$ cat config.mk
export PLATFORM = sky130hd
export DESIGN_NAME = ntt_agu
export DESIGN_NICKNAME = d
export VERILOG_FILES = /design/src/rtl/ntt_pkg.sv /design/src/rtl/ntt_agu.sv
export SDC_FILE = /design/constraint.sdc
export NUM_CORES = 1
export LEC_CHECK = 0
export BUFFER_PORTS_ARGS = -buffer_cell sky130_fd_sc_hd__buf_2
export CAP_MARGIN = 10
export CORE_MARGIN = 3
export CORE_UTILIZATION = 50
export CTS_CLUSTER_SIZE = 24
export DETAILED_ROUTE_END_ITERATION = 12
export GPL_TIMING_DRIVEN = 0
export PLACE_DENSITY = 0.7
export RECOVER_POWER = 100
export SLEW_MARGIN = 20
export SYNTH_ARGS = -nofsm -noshare
export SYNTH_HDL_FRONTEND = slang
export SYNTH_SLANG_ARGS = --single-unit
$ cat constraint.sdc
create_clock -name clk -period 7.9 [get_ports clk]
set_clock_uncertainty 0.1 [all_clocks]
set_input_delay 0.395 -clock clk [delete_from_list [all_inputs] [get_ports clk]]
set_output_delay 0.395 -clock clk [all_outputs]
set_load 0.03 [all_outputs]
$ cat src/rtl/ntt_pkg.sv
// Shared definitions for the NTT engine.
// Holds the default transform size, the engine opcode map, the vec_alu
// operation encodings and the state type used by the address sequencer.
// No ports: this is a package imported by the engine blocks.
package ntt_pkg;

  // Default transform size; N must always equal 2**N_LOG.
  localparam int N_LOG_DEF = 12;
  localparam int N_DEF     = 4096;

  // Engine-level instruction opcodes.
  typedef enum logic [7:0] {
    OP_LOAD   = 8'h02,
    OP_STORE  = 8'h03,
    OP_LOAD_W = 8'h04,
    OP_CONFIG = 8'h05,
    OP_NTT    = 8'h10,
    OP_INTT   = 8'h11,
    OP_ADD    = 8'h20,
    OP_SUB    = 8'h21,
    OP_MULT   = 8'h22
  } engineOp_e;

  // Operation select for the combinational vec_alu.
  typedef enum logic [2:0] {
    ALU_ADD  = 3'b000,
    ALU_SUB  = 3'b001,
    ALU_MULT = 3'b010
  } aluOp_e;

  // Address sequencer states.
  typedef enum logic [1:0] {
    ST_IDLE = 2'd0,
    ST_RUN  = 2'd1,
    ST_FIN  = 2'd2
  } aguState_e;

endpackage

$ cat src/rtl/ntt_agu.sv
// Address-generation sequencer for an in-place radix-2 Cooley-Tukey NTT/INTT.
// One butterfly per valid cycle: N_LOG stages of N/2 butterflies, no bubbles.
// Ports:
//   clk     - rising-edge clock
//   rst_n   - asynchronous active-low reset
//   start   - launch a full transform (only honoured in IDLE)
//   addr_u  - first butterfly operand index
//   addr_v  - second operand index, addr_u + t
//   addr_w  - twiddle index m | i (the engine prefixes the NTT/INTT mode bit)
//   valid   - addr_* describe a butterfly to execute this cycle
//   done    - one-cycle pulse in the cycle after the last valid
module ntt_agu
  import ntt_pkg::*;
#(
  parameter int N_LOG = N_LOG_DEF,
  parameter int N     = N_DEF
) (
  input  logic             clk,
  input  logic             rst_n,
  input  logic             start,
  output logic [N_LOG-1:0] addr_u,
  output logic [N_LOG-1:0] addr_v,
  output logic [N_LOG-1:0] addr_w,
  output logic             valid,
  output logic             done
);

  localparam int SW = (N_LOG > 1) ? $clog2(N_LOG) : 1;
  localparam int BW = N_LOG - 1;

  localparam logic [SW-1:0]    LAST_S   = SW'(N_LOG - 1);
  localparam logic [BW-1:0]    LAST_B   = BW'(N / 2 - 1);
  localparam logic [N_LOG-1:0] ONE      = N_LOG'(1);
  // First butterfly of stage 0 is (u,v,w) = (0, N/2, 1).
  localparam logic [N_LOG-1:0] LAUNCH_V = ONE << (N_LOG - 1);

  aguState_e        state_q;
  logic [SW-1:0]    stage_q, stage_d;
  logic [BW-1:0]    bfly_q, bfly_d;
  logic [N_LOG-1:0] addrU_q, addrU_d;
  logic [N_LOG-1:0] addrV_q, addrV_d;
  logic [N_LOG-1:0] addrW_q, addrW_d;
  logic             valid_q, done_q;

  logic             lastBfly;
  logic [SW-1:0]    kShift;
  logic [N_LOG-1:0] bExt, tSpan, lowMask, groupIdx;

  // Step (stage, butterfly) to the next position of the RUN walk: b counts
  // up within a stage and wraps to 0 while the stage advances.
  always_comb begin
    lastBfly = (bfly_q == LAST_B);
    stage_d  = stage_q;
    bfly_d   = bfly_q + BW'(1);
    if (lastBfly) begin
      stage_d = stage_q + SW'(1);
      bfly_d  = '0;
    end
  end

  // Addresses of the next butterfly. addr_u is b with a zero spliced in at
  // bit k = N_LOG-1-s, so the pair partner addr_u | t never collides with
  // another butterfly of the same stage.
  always_comb begin
    kShift   = LAST_S - stage_d;
    bExt     = {1'b0, bfly_d};
    tSpan    = ONE << kShift;
    lowMask  = tSpan - ONE;
    groupIdx = bExt >> kShift;
    addrU_d  = ((bExt & ~lowMask) << 1) | (bExt & lowMask);
    addrV_d  = addrU_d | tSpan;
    addrW_d  = (ONE << stage_d) | groupIdx;
  end

  // Sequencer FSM with registered outputs. Addresses are loaded one cycle
  // ahead so the outputs are straight register outputs with no glitches.
  always_ff @(posedge clk or negedge rst_n) begin
    if (!rst_n) begin
      state_q <= ST_IDLE;
      stage_q <= '0;
      bfly_q  <= '0;
      addrU_q <= '0;
      addrV_q <= '0;
      addrW_q <= '0;
      valid_q <= 1'b0;
      done_q  <= 1'b0;
    end else begin
      case (state_q)
        ST_IDLE: begin
          done_q <= 1'b0;
          if (start) begin
            state_q <= ST_RUN;
            stage_q <= '0;
            bfly_q  <= '0;
            addrU_q <= '0;
            addrV_q <= LAUNCH_V;
            addrW_q <= ONE;
            valid_q <= 1'b1;
          end
        end
        ST_RUN: begin
          if (lastBfly && (stage_q == LAST_S)) begin
            state_q <= ST_FIN;
            stage_q <= '0;
            bfly_q  <= '0;
            addrU_q <= '0;
            addrV_q <= '0;
            addrW_q <= '0;
            valid_q <= 1'b0;
            done_q  <= 1'b1;
          end else begin
            stage_q <= stage_d;
            bfly_q  <= bfly_d;
            addrU_q <= addrU_d;
            addrV_q <= addrV_d;
            addrW_q <= addrW_d;
          end
        end
        ST_FIN: begin
          state_q <= ST_IDLE;
          done_q  <= 1'b0;
        end
        default: begin
          state_q <= ST_IDLE;
          valid_q <= 1'b0;
          done_q  <= 1'b0;
        end
      endcase
    end
  end

  assign addr_u = addrU_q;
  assign addr_v = addrV_q;
  assign addr_w = addrW_q;
  assign valid  = valid_q;
  assign done   = done_q;

endmodule

==> results of run 1 <==
cells in the final DEF (no fill, tap or decap), drive strengths merged, types with 5 or more instances in the layout:
| cell | n |
|---|---|
| a22oi | 8 |
| nor4 | 6 |
| a22o | 5 |
| nor3 | 11 |
| mux2i | 5 |
| dfrtp | 55 |
| o22ai | 5 |
| buf | 7 |
| nor2 | 37 |
| o21ai | 20 |
| a21o | 5 |
| xor2 | 5 |
| inv | 9 |
| nand2 | 65 |
| xnor2 | 9 |
| nand4 | 7 |
| nand3 | 25 |
| a21oi | 16 |
| clkbuf | 59 |
worst max-delay path, stage by stage, from the launching register on:
cell	delay (ns)
dfrtp_1	0.48
ha_1	0.23
nand3_1	0.34
nor3_1	0.90
o22a_1	0.45
or3_1	0.17
clkbuf_1	0.22
ha_1	0.35
inv_1	0.17
nor4_1	0.54
nor3_1	0.17
a21oi_1	0.30
o211ai_1	0.16
report_power, final:
| group | total (uW) | internal, uW | switching, uW |
|---|---|---|---|
| logic | 452 | 128 | 324 |
| registers | 410 | 356 | 53.8 |
| clock network | 163 | 64.3 | 98.7 |
| total | 1020 | 548 | 476 |
routing by layer:
metal  routed length [microns]  vias to the layer above
li1                          -                     1456
met1                      4240                     1534
met2                      4340                      154
met3                       704                       32
met4                       362                        0
met5                         0                        -
state kept, by name, summed over array words and instances, names as in the netlist:
signal / count
addr_v: 12
valid: 1
state_q: 2
bfly_q: 11
addr_u: 12
addr_w: 12
stage_q: 4
done: 1
synth_stat cells, drive strengths merged, types with 7 or more instances:
cell and number:
xnor2 9, nor3 11, dfrtp 55, nand4 7
a21oi 16, a22oi 8, nand3 25, o21ai 20
nand2 65, clkbuf 15, nor2 37, inv 8
logic make-up (layout without fill, tap and decap cells):
group / after synthesis / in the layout / synth area share, %
xor+xnor: 14 / 14 / 4.05
buf+inv: 29 / 77 / 3.62
flops: 55 / 55 / 42.8
mux: 7 / 7 / 2.26
fa+ha+maj: 3 / 3 / 1.17
simple gates: 176 / 176 / 27.0
compound gates: 91 / 91 / 19.2
worst max path at each step:
| stage | cells past startpoint | end | slack (ns) | from |
|---|---|---|---|---|
| floorplan | 13 | addr_v[7]$_DFFE_PN0P_ | 4.66 | bfly_q[0]$_DFFE_PN0P_ |
| global placement | 12 | addr_v[7]$_DFFE_PN0P_ | 3.78 | bfly_q[0]$_DFFE_PN0P_ |
| detailed placement | 12 | addr_v[7]$_DFFE_PN0P_ | 3.75 | bfly_q[0]$_DFFE_PN0P_ |
| CTS | 12 | addr_v[7]$_DFFE_PN0P_ | 3.71 | bfly_q[0]$_DFFE_PN0P_ |
| global route | 12 | addr_v[7]$_DFFE_PN0P_ | 2.91 | bfly_q[0]$_DFFE_PN0P_ |
| finish | 12 | addr_v[7]$_DFFE_PN0P_ | 3.19 | bfly_q[0]$_DFFE_PN0P_ |
metrics by stage:
stage / cell area (sq um) / setup WS, ns / hold slack, ns / util, % / total power [uW]
floorplan: 3220 / 4.66 / -0.000591 / - / 737
global placement: 3510 / 3.78 / 0.349 / 57.9 / 873
detailed placement: 3510 / 3.75 / 0.359 / 58.0 / 880
CTS: 3610 / 3.71 / 0.0424 / 59.5 / 1040
global route: 3530 / 2.91 / 0.353 / 58.2 / 1080
finish: 3530 / 3.19 / 0.300 / 58.2 / 1020
cell type report:
| cell class | instances | area (sq um) |
|---|---|---|
| tap | 75 | 93.8 |
| multi-input combinational | 291 | 1700 |
| inverter | 8 | 30.0 |
| clock inverter | 3 | 23.8 |
| buffer | 21 | 86.3 |
| timing repair buffer | 40 | 151 |
| sequential | 55 | 1380 |
| clock buffer | 5 | 68.8 |
| fill | 588 | 2530 |
==> results.yml, run 1 <==
cts:
  clock_sinks: 55
  htreeDepth: 2
  cts_buffers: 5
  clk_path_buf_depth: 2
  cts_tree: "built"
  postCtsHoldBufs: 0
  ctsResizeCount: 0
  clockRootBuffer: "clkbuf_8"
  clock_latency_ns: 0.32
  postCtsSetupBuffers: 0
  clk_transition_reported_paths_ns: 0.10
die:
  die_area_sq_mm: 0.00743
  start_util_pct: 53.1
  io_pins: 41
  core_sq_mm: 0.00606
  core.rowCount: 28
  die_w_microns: 86.2
  die_height_microns: 86.2
critical_path:
  r2r-end: "addr_v[7]$_DFFE_PN0P_"
  criticalPathCategory: "reg -> reg"
  rr_startpoint: "bfly_q[0]$_DFFE_PN0P_"
  cp.arrival_ns: 4.78
  reg2reg_slack_ns: 3.19
  crit_required_ns: 7.97
  crit_path_start_kind: "flop"
  endpoint_kind: "flop"
  reg2reg_depth: 12
  worst-path-max-fanout: 9
yosys:
  avgSynthCellArea_sq_um: 8.58
  synthesis.area_sq_mm: 0.00322
  synth_top_cell_by_area: "dfrtp_1"
  syn-num-nets: 381
  synth_edf_count: 0
  synth.yosys.seq_area_share_pct: 42.8
  ys_seq_elements: 55
  synthDistinctLibCells: 60
  synthArstFlopShare_pct: 100
  synth_area_leaders: "dfrtp_1 (43%), nand2_1 (7.6%), nor2_1 (4.3%), nand3_1 (3.7%), a21oi_1 (2.5%)"
  netlist_instances: 375
  synth_top_area_share_pct: 42.8
  ys.flop_type: "dfrtp_1"
  ys_warn_count: 0
run_status:
  violations: "capacitance limit, slew limit"
  status: "finished with violations"
timing:
  fin_tns_setup_ns: 0
  slew_headroom_pct: -90.1
  hold_viol: 0
  min_period_ns: 4.71
  fin_crit_sh_pct: 59.7
  setup_viol: 0
  report.final.slew_viol_count: 56
  fmax_mhz: 212
  rsz0062_at_grt: "false"
  tightest_slew_ns: 2.85
place:
  placed_cells: 490
  routabilityCongestion: 1.01
  numPortBuffers: 40
  dp_hpwl_mm: 7.20
grt:
  grt-busiest-layer: "met2"
  grtUsageMet2_pct: 40.9
  antenna_found_initial: 0
  gr-usage-met3_pct: 3.80
  grt_pass1_wl_mm: 15.4
  grt_use_met1_pct: 38.4
  grt_pass1_vias: 2955
  grtUsageTotal_pct: 26.6
  gr-total-overflow: 0
  grt_max_degree: 56
detailed_routing:
  drt_iter0_markers: 463
  viasPerCell: 6.38
  drtPass1Iterations: 5
  routed_wirelength_mm: 9.65
  drc: 0
  vias: 3176
  final_antenna_net_count: 0
  routedWlPerCell_microns: 19.4
hold_path:
  hold_class: "in -> reg"
  hp-start: "start"
  holdPathStages: 3
  min_to: "valid$_DFFE_PN0P_"
finish:
  drive_gt1_share_pct: 5.20
  n_antenna_cell: 0
  syn2layout_area_growth_pct: 9.61
  fin_nets: 428
  fin_cells: 498
power_and_ir_drop:
  power.leakage_uw: 0.00151
  power.density_mw_per_mm2: 290
  vdd_drop_max_uv: 167
flow_run:
  cap_violations: 1
Power figures use the tool's default switching activity.
==> inputs of run 2 (changes only) <==
--- a/config.mk
+++ b/config.mk
@@ -5,6 +5,7 @@
 export SDC_FILE = /design/constraint.sdc
 export NUM_CORES = 1
 export LEC_CHECK = 0
+export ABC_AREA = 1
 export BUFFER_PORTS_ARGS = -buffer_cell sky130_fd_sc_hd__buf_2
 export CAP_MARGIN = 10
 export CORE_MARGIN = 3
==> constraint.sdc (replaced) <==
create_clock -name clk -period 4.4 [get_ports clk]
set_clock_uncertainty 0.1 [all_clocks]
set_input_delay 0.22 -clock clk [delete_from_list [all_inputs] [get_ports clk]]
set_output_delay 0.22 -clock clk [all_outputs]
set_load 0.03 [all_outputs]
==> results.yml, run 2 <==
run_status:
  status: "finished with violations"
  violations: "capacitance limit, slew limit"
power_and_ir_drop:
  p_comb_share_pct: 1.2
  power.density_mw_per_mm2: 244
  intPower_uw: 694
  p_sw_share_pct: 20.6
  vdd_drop_max_uv: 152
  p_clk_share_pct: 41.0
  seq_power_share_pct: 57.9
  power.leakage_uw: 0.00177
  p_sw_uw: 179
yosys:
  netlist_instances: 422
  ys.flop_type: "dfrtp_1"
  synth.yosys.seq_area_share_pct: 42.5
  synth_top_area_share_pct: 42.5
  synth_top_cell_by_area: "dfrtp_1"
  synthArstFlopShare_pct: 100
  avgSynthCellArea_sq_um: 7.68
  ys_warn_count: 0
  synth_area_leaders: "dfrtp_1 (42%), nand2_1 (15%), nand3_1 (4.9%), inv_1 (3.8%), o21ai_0 (3.2%)"
  synth_most_common_cell: "nand2_1"
  ys_seq_elements: 55
  synthDistinctLibCells: 40
  synthesis.area_sq_mm: 0.00324
  syn-num-nets: 428
  synth_commonest_cells: "nand2_1 (130), dfrtp_1 (55), inv_1 (33), nand3_1 (32), nor2_1 (23)"
  synth_edf_count: 0
detailed_routing:
  drtPass1Iterations: 5
  vias: 3056
  drc: 0
  routedWlPerCell_microns: 16.9
  drt_iter0_markers: 213
  routed_wirelength_mm: 9.24
  viasPerCell: 5.60
  final_antenna_net_count: 0
die:
  core_sq_mm: 0.00610
  core.rowCount: 28
  die_area_sq_mm: 0.00748
  start_util_pct: 53.1
  die_w_microns: 86.5
  io_pins: 41
  die_height_microns: 86.5
timing:
  report.final.slew_viol_count: 56
  fin_tns_setup_ns: 0
  rsz0062_at_grt: "false"
  setup_ws_ns: 0.815
  hold_viol: 0
  fin_crit_sh_pct: 81.5
  slew_headroom_pct: -89.3
  tightest_slew_ns: 2.84
  min_period_ns: 3.59
  fmax_mhz: 279
  setup_viol: 0
place:
  routabilityCongestion: 0.912
  preCtsSetupSlack_ns: 1.35
  numPortBuffers: 40
  dp_hpwl_mm: 7.02
grt:
  grt_max_degree: 56
  grt_pass1_vias: 2894
  grtUsageTotal_pct: 26.0
  gr-total-overflow: 0
  antenna_found_initial: 0
  grt_pass1_wl_mm: 15.1
critical_path:
  rr_startpoint: "bfly_q[1]$_DFFE_PN0P_"
  endpoint_kind: "flop"
  crit_required_ns: 4.52
  worst-path-max-fanout: 10
  crit_path_start_kind: "flop"
  cp.arrival_ns: 3.70
  criticalPathCategory: "reg -> reg"
  crit_start: "bfly_q[1]$_DFFE_PN0P_"
cts:
  clk_transition_reported_paths_ns: 0.11
  clockRootBuffer: "clkbuf_8"
  cts_buffers: 5
  clock_sinks: 55
  cts_tree: "built"
  ctsResizeCount: 0
  clk_path_buf_depth: 2
  clock_latency_ns: 0.31
  htreeDepth: 2
hold_path:
  hp-start: "start"
  hold_class: "in -> reg"
finish:
  n_antenna_cell: 0
  drive_gt1_share_pct: 9.34
  final_cell_mix: "nand2_1 (133), dfrtp_1 (55), clkbuf_1 (49), inv_1 (35), nand3_1 (33)"
  syn2layout_area_growth_pct: 10.6
  layout.cells.most_common: "nand2_1"
  fin_nets: 476
flow_run:
  cap_violations: 1
[run 2: changes by cell type in the layout (fill, tap and decap cells not counted), sizes merged, moves of 8 or more]
| cell | delta |
|---|---|
| nand2 | +81 |
| inv | +36 |
| o21ai | +12 |
| nor3 | -11 |
| nand3 | +9 |
| xnor2 | -9 |
| o22ai | +8 |
[run 2: per-layer routing]
| layer | vias to the layer above | routed length, microns | GRT usage [%] |
|---|---|---|---|
| li1 | 1496 | - | - |
| met2 | 111 | 4030 | 39.0 |
| met5 | - | 0 | 0 |
| met4 | 0 | 229 | 9.07 |
| met1 | 1430 | 4380 | 38.3 |
| met3 | 19 | 598 | 3.99 |
[run 2: path summary, 6_finish.rpt]
check | depth (start not counted) | endpoint | slack (ns)
worst max-delay path | 10 | addr_v[6]$_DFFE_PN0P_ | 0.81
worst min-delay path | 3 | state_q[0]$_DFFE_PN0P_ | 0.11
worst max register to register | 10 | addr_v[6]$_DFFE_PN0P_ | 0.81
worst min register to register | 2 | done$_DFFE_PN0P_ | 0.39
max in group asynchronous | 2 | addr_v[9]$_DFFE_PN0P_ | 1.33
min in group asynchronous | 2 | addr_w[5]$_DFFE_PN0P_ | 1.26
[run 2: per-stage QoR]
stage	util, %	area, sq um	hold WS [ns]	total power, uW	cells
detailed placement	58.0	3540	0.204	526	537
CTS	60.2	3670	0.0988	882	546
global route	58.8	3580	0.107	897	546
floorplan	-	3240	-0.176	515	422
finish	58.8	3580	0.109	873	546
global placement	58.0	3530	0.356	526	537
[run 2: power by group through the flow]
stage | Sequential [uW] | Clock (uW) | Combinational [uW]
final | 505 | 358 | 10.4
after global routing | 505 | 380 | 12.5
after CTS | 505 | 365 | 11.7
after detailed placement | 515 | 0 | 11.0
after global placement | 515 | 0 | 10.6
after floorplan | 515 | 0 | 0.00106
[run 2: logic make-up after synthesis]
| logic type | Yosys count | synth area share, % |
|---|---|---|
| buffers and inverters | 58 | 7.15 |
| adders and majority gates | 3 | 1.16 |
| DFF | 55 | 42.5 |
| muxes | 1 | 0.309 |
| AOI/OAI and AO/OA | 73 | 13.6 |
| xor gates and xnor gates | 3 | 0.811 |
| and+or+nand+nor | 229 | 34.5 |
[run 2: layout make-up]
type | count | area, sq um
Inverter | 46 | 175
Clock buffer | 6 | 82.6
Buffer | 12 | 47.5
Timing Repair Buffer | 41 | 161
Sequential cell | 55 | 1380
Fill cell | 593 | 2510
Clock inverter | 2 | 38.8
Tap cell | 75 | 93.8
Multi-Input combinational cell | 309 | 1610
[run 2: worst max-delay path, cell delays in order (launching register included)]
cell and delay [ns]:
dfrtp_1 0.41, ha_1 0.21, nand2_1 0.14, nor2_8 0.20, nand3_1 0.25, clkbuf_1 0.33
o21ai_0 0.95, clkbuf_1 0.60, nor2_1 0.10, a21oi_1 0.13, nand2_1 0.06
[run 2: repair_timing]
action,CTS,global route
endpoints found under the hold margin,55,0
endpoints found under the setup margin,0,0
hold buffers,1,0
setup buffers,0,0
